## src/rtl/lvds_7to1_tx_framer.sv

```systemverilog
// 7:1 LVDS transmit framer: clock-lane pattern plus four data lanes carrying
// training, blanking guard, then VESA/JEIDA-mapped RGB pixels with sync/DE.
module lvds_7to1_tx_framer #(
  parameter logic [6:0] CLK_PT     = 7'b1100011,
  parameter logic [6:0] TRAIN_WORD = 7'b1010101,
  parameter int         TRAIN_LEN  = 1024,
  parameter int         GUARD_LEN  = 4,
  parameter bit         MAP_JEIDA  = 1'b0
) (
  input  logic        clk,
  input  logic        rst,
  input  logic        tx_enable,
  input  logic        train_req,
  input  logic        pix_valid,
  output logic        pix_ready,
  input  logic [23:0] pix_rgb,
  input  logic        pix_hs,
  input  logic        pix_vs,
  input  logic        pix_de,
  output logic [6:0]  clock_word,
  output logic [6:0]  data_word0,
  output logic [6:0]  data_word1,
  output logic [6:0]  data_word2,
  output logic [6:0]  data_word3,
  output logic        link_up,
  output logic [15:0] underflow_cnt
);

  localparam int          NUM_LANES  = 4;
  localparam logic [15:0] TRAIN_LAST = 16'(TRAIN_LEN - 1);
  localparam logic [15:0] GUARD_LAST = 16'(GUARD_LEN - 1);

  typedef enum logic [1:0] {IDLE, TRAIN, GUARD, RUN} state_t;

  state_t                     state;
  logic [15:0]                cnt;
  logic                       hs_q, vs_q;
  logic [NUM_LANES-1:0][6:0]  pix_map, blank_map, lane_q;
  logic [7:0]                 r, g, b;
  logic                       accept;

  assign {r, g, b} = pix_rgb;
  assign pix_ready = (state == RUN) && tx_enable && !train_req;
  assign accept    = pix_ready && pix_valid;

  assign data_word0 = lane_q[0];
  assign data_word1 = lane_q[1];
  assign data_word2 = lane_q[2];
  assign data_word3 = lane_q[3];

  // JEIDA puts the colour MSBs on lanes 0-2 so 6-bit sinks can ignore lane 3;
  // VESA puts them on lane 3 instead.
  always_comb begin
    pix_map = '0;
    if (MAP_JEIDA) begin
      pix_map[0] = {g[2], r[7:2]};
      pix_map[1] = {b[3:2], g[7:3]};
      pix_map[2] = {pix_de, pix_vs, pix_hs, b[7:4]};
      pix_map[3] = {1'b0, b[1:0], g[1:0], r[1:0]};
    end else begin
      pix_map[0] = {g[0], r[5:0]};
      pix_map[1] = {b[1:0], g[5:1]};
      pix_map[2] = {pix_de, pix_vs, pix_hs, b[5:2]};
      pix_map[3] = {1'b0, b[7:6], g[7:6], r[7:6]};
    end
    blank_map    = '0;
    blank_map[2] = {1'b0, vs_q, hs_q, 4'b0000};
  end

  always_ff @(posedge clk) begin
    if (rst) begin
      state         <= IDLE;
      cnt           <= '0;
      hs_q          <= 1'b0;
      vs_q          <= 1'b0;
      lane_q        <= '0;
      clock_word    <= '0;
      link_up       <= 1'b0;
      underflow_cnt <= '0;
    end else begin
      clock_word <= CLK_PT;
      link_up    <= (state == RUN);

      // Lane words follow the state of this cycle, one cycle late.
      case (state)
        IDLE:    lane_q <= '0;
        TRAIN:   lane_q <= {NUM_LANES{TRAIN_WORD}};
        GUARD:   lane_q <= blank_map;
        RUN:     lane_q <= accept ? pix_map : blank_map;
        default: lane_q <= '0;
      endcase

      if (accept) begin
        hs_q <= pix_hs;
        vs_q <= pix_vs;
      end

      if (pix_ready && !pix_valid && underflow_cnt != 16'hFFFF)
        underflow_cnt <= underflow_cnt + 16'd1;

      // Transitions; later assignments here override the datapath updates above.
      if (!tx_enable) begin
        state <= IDLE;
        cnt   <= '0;
      end else if (train_req || state == IDLE) begin
        state         <= TRAIN;
        cnt           <= '0;
        hs_q          <= 1'b0;
        vs_q          <= 1'b0;
        underflow_cnt <= '0;
      end else begin
        case (state)
          TRAIN: begin
            if (cnt == TRAIN_LAST) begin
              state <= GUARD;
              cnt   <= '0;
            end else begin
              cnt <= cnt + 16'd1;
            end
          end
          GUARD: begin
            if (cnt == GUARD_LAST) begin
              state <= RUN;
              cnt   <= '0;
            end else begin
              cnt <= cnt + 16'd1;
            end
          end
          default: state <= state;
        endcase
      end
    end
  end

endmodule

```

## config.mk

```make
export PLATFORM = sky130hd
export DESIGN_NAME = lvds_7to1_tx_framer
export DESIGN_NICKNAME = d
export VERILOG_FILES = /design/src/rtl/lvds_7to1_tx_framer.sv
export SDC_FILE = /design/constraint.sdc
export NUM_CORES = 1
export LEC_CHECK = 0
export CAP_MARGIN = 25
export CORE_MARGIN = 2
export CORE_UTILIZATION = 50
export DETAILED_ROUTE_END_ITERATION = 8
export GPL_ROUTABILITY_DRIVEN = 0
export PLACE_DENSITY_LB_ADDON = 0.12
export SYNTH_ARGS = -nofsm -noshare
export SYNTH_HDL_FRONTEND = slang
export SYNTH_SLANG_ARGS = --single-unit
```

## constraint.sdc

```tcl
create_clock -name clk -period 5.38 [get_ports clk]
set_input_delay 1.614 -clock clk [delete_from_list [all_inputs] [get_ports clk]]
set_output_delay 1.614 -clock clk [all_outputs]
set_load 0.05 [all_outputs]
```

==> summary.md <==
The flow ran to the end, and the final reports show no timing, DRC or antenna violations. TritonCTS built the clock tree. CTS saw 66 sinks. The final hold violation count is 0, and the synthesized area per cell is 9.11 um2.

For this configuration, the core starts out at a cell density of 51.1%. Startpoint of the worst-slack reg-to-reg timing path: state[1]. The min-delay analysis places its worst path in the category reg -> reg. Across every metal layer, demand over resource in global routing totals 20.0%. Pin placement for this block handled 85 I/O pins. The number of cells upsized or downsized after cts was 0.

Leaving out fill and tap cells, the most frequent cell in the layout is sky130_fd_sc_hd__clkdlybuf4s50_1. The tool flagged a number of max-cap violations equal to 0. For the clock network fraction of total power, the log shows 42.3%. For this design the ratio of total power to cell area is 264 nW/um2. The floorplan step set the die width to 78.3 um.

Compared with the post-synthesis result, the final layout area differs by 38.0%. The first routing iteration left 80 violations. Timing would allow up to 204 MHz.

The hold buffer count at CTS was 0; the maximum root-to-sink buffer count was 2. For the worst setup path, the data required time is 3770 ps. After detailed routing, the number of remaining DRC violations is 0.

Critical setup path kind: in -> out. The tools report the clock root buffer master as sky130_fd_sc_hd__clkbuf_8. In this run, synthesis inferred 0 flip-flops with an integrated enable. Along the worst path, the maximum fanout reaches 7. The number of setup buffers added after CTS is 0.

The library cells used most frequently in the layout, excluding fill and tap cells, are sky130_fd_sc_hd__clkdlybuf4s50_1, sky130_fd_sc_hd__dfxtp_1, sky130_fd_sc_hd__nor2_1. The total length of routed wires came out at 6050 um. In this run the most critical hold path is launched from cnt[0].

The number of warnings printed during yosys synthesis is 0, and the fraction of power spent switching nets is 22.5%. The logs give 70.5% for the final cell utilization of the core and 340 ps for the clock network latency to the later pin of the worst-skew pair. After synthesis, the cell types taking the most area are sky130_fd_sc_hd__dfxtp_1, sky130_fd_sc_hd__xnor2_1, sky130_fd_sc_hd__nor2_1. STA puts the critical path data arrival time at 3290 ps. The share of the synthesized area in the top cell type is 47.9%, and the clock transition at the registers of the reported paths is 70 ps.

Most area-hungry cell type in the Yosys netlist: sky130_fd_sc_hd__dfxtp_1. The floorplan step defined a die boundary enclosing 6130 um2. Setup repair after global routing left no endpoint under its margin. Across the VDD grid, the largest voltage drop is 187 uV.

The tools report the number of placed instances, taps included as 446. For this run, the detailed router's first-pass iteration total came to 4. The first global-routing pass estimated 9650 um of wire. The tools report the number of global-route vias before repair as 2183. Setup violations remaining at the end of the flow were counted as 0. Summed over all failing endpoints, the final setup total negative slack is 0 ps.

The combinational group share of total power was 8.3%. The maximum clock skew at final layout is 8.69 ps, and the share of post-route cells with drive strength above 1 is 6.43%. In this run, synthesis produced a sequential element count of 66. For the pin with the worst max-slew slack, the measured transition is 723 ps. Tracing the worst setup path back leads to its startpoint at tx_enable. Number of antenna violations at the first check in global routing: 0.

The count of buffers inserted at the top-level ports is 81, and the global-route congestion overflow total is 0. Filler-free cell count of the finished design: 461. The tools report the endpoint class of the critical path as an output pin. 0 antenna diodes ended up in the layout.

The routed via count came out at 2381. Number of levels in the clock H-tree: 3. The run gives 5410 um2 as the core area. The final period utilization is 91.1%, and the number of vias per cell after detailed routing is 5.16.

The tools report the number of standard cells after synthesis as 303. The run gives 0 as the final antenna-violating net count. After synthesis the cells add up to 2760 um2. From bottom edge to top edge, the die measures 78.3 um.

Time the worst path needs with I/O delays and setup: 4900 ps. The completed layout was analyzed and its total power is 1.01 mW. The internal power contribution came out at 0.780 mW.

The run gives 0 as the final count of pins violating max slew. The startpoint class of the critical path is an input pin. Entering global routing, the biggest net connects 18 pins. The final layout contains 423 nets. The synthesized netlist contains 48 unique library cells. For this design the static power due to leakage is 1.32 nW.

The portion of the post-synthesis area used by sequential elements is 47.9%, and the relative max-transition margin is 51.4%. Buffers inserted during clock tree synthesis total 9. After synthesis, the share of flip-flops with an asynchronous set or reset is 0%. After detailed routing, the average wire length per cell comes to 13.1 um. The net switching power is 0.226 mW. Sequential cells account for 49.4% of the total power. The run gives 4330 um as the post-DP HPWL.

For this run, the leading register cell type out of synthesis is sky130_fd_sc_hd__dfxtp_1. Number of cell rows: 27.
-- sequential cells by signal, indices dropped and copies added, names as in the netlist --
signal	cells
data_word0	7
underflow_cnt	16
data_word1	7
state	2
link_up	1
data_word3	7
data_word2	7
cnt	16
vs_q	1
hs_q	1
clock_word	1
-- cells in the mapped netlist, types with 2 or more instances --
library cell	instances
sky130_fd_sc_hd__clkbuf_1	7
sky130_fd_sc_hd__nor3b_1	2
sky130_fd_sc_hd__nand4_1	10
sky130_fd_sc_hd__ha_1	6
sky130_fd_sc_hd__or3_1	2
sky130_fd_sc_hd__inv_1	8
sky130_fd_sc_hd__a21oi_1	20
sky130_fd_sc_hd__nand3_1	10
sky130_fd_sc_hd__mux2i_1	2
sky130_fd_sc_hd__o21ai_0	4
sky130_fd_sc_hd__nor4_1	6
sky130_fd_sc_hd__or4_1	2
sky130_fd_sc_hd__o211ai_1	2
sky130_fd_sc_hd__dfxtp_1	66
sky130_fd_sc_hd__nor3_1	6
sky130_fd_sc_hd__nor2_1	35
sky130_fd_sc_hd__and4_1	3
sky130_fd_sc_hd__xnor2_1	18
sky130_fd_sc_hd__and3_1	5
sky130_fd_sc_hd__and2_1	11
sky130_fd_sc_hd__or2_2	2
sky130_fd_sc_hd__nor4b_1	2
sky130_fd_sc_hd__xor2_1	8
sky130_fd_sc_hd__nor2b_1	3
sky130_fd_sc_hd__nand2b_1	3
sky130_fd_sc_hd__buf_4	7
sky130_fd_sc_hd__nand2_1	32
-- cell type report --
cell class / count / area [um2]
Clock buffer: 13 / 169
Clock inverter: 2 / 35.0
Fill cell: 430 / 1600
Inverter: 8 / 30.0
Multi-Input combinational cell: 217 / 1340
Sequential cell: 66 / 1320
Tap cell: 72 / 90.1
Timing Repair Buffer: 83 / 826
-- power by group through the flow --
stage	combinational, mW	clock [mW]	sequential [mW]
3_3_place_gp	0.0828	0	0.508
2_1_floorplan	0.0280	0	0.527
5_1_grt	0.0888	0.452	0.497
4_1_cts	0.0841	0.435	0.497
6_report	0.0839	0.425	0.497
3_5_place_dp	0.0836	0	0.508
-- path summary, 6_finish.rpt --
| check | end | slack (ps) | cells past startpoint |
|---|---|---|---|
| max reg2reg | underflow_cnt[9] | 3130 | 6 |
| min reg2reg | cnt[0] | 500 | 2 |
| max | pix_ready | 480 | 3 |
| min | cnt[0] | 500 | 2 |
-- metal layers --
layer	routed length, um	track usage (%)	vias up	part of all wire [%]
met1	2700	23.1	1092	45
met5	0	0	-	0
met3	275	4.14	20	4.5
met2	2920	33.4	68	48
met4	160	13.2	0	2.6
li1	-	-	1201	-
-- through the flow --
step | hold WS [ps] | worst slack (ps) | instance area (um2)
final | 504 | 481 | 3810
after floorplan | 469 | 1620 | 2770
after global routing | 526 | 475 | 3810
after CTS | 503 | 511 | 3810
after global placement | 484 | 564 | 3600
after detailed placement | 494 | 521 | 3600
-- critical path, cell delays in order --
cell	delay (ps)
sky130_fd_sc_hd__clkdlybuf4s50_1	610
sky130_fd_sc_hd__and3b_1	250
sky130_fd_sc_hd__clkdlybuf4s50_1	810
-- cell families after synthesis --
family / count (synthesis) / share of synthesized area, %
simple gates: 142 / 27.6
mux: 2 / 0.725
xor+xnor: 26 / 8.25
flops: 66 / 47.9
buf+inv: 22 / 3.94
fa+ha+maj: 6 / 2.72
compound gates: 38 / 8.79
other cells: 1 / 0.136
Power figures use the tool's default switching activity.
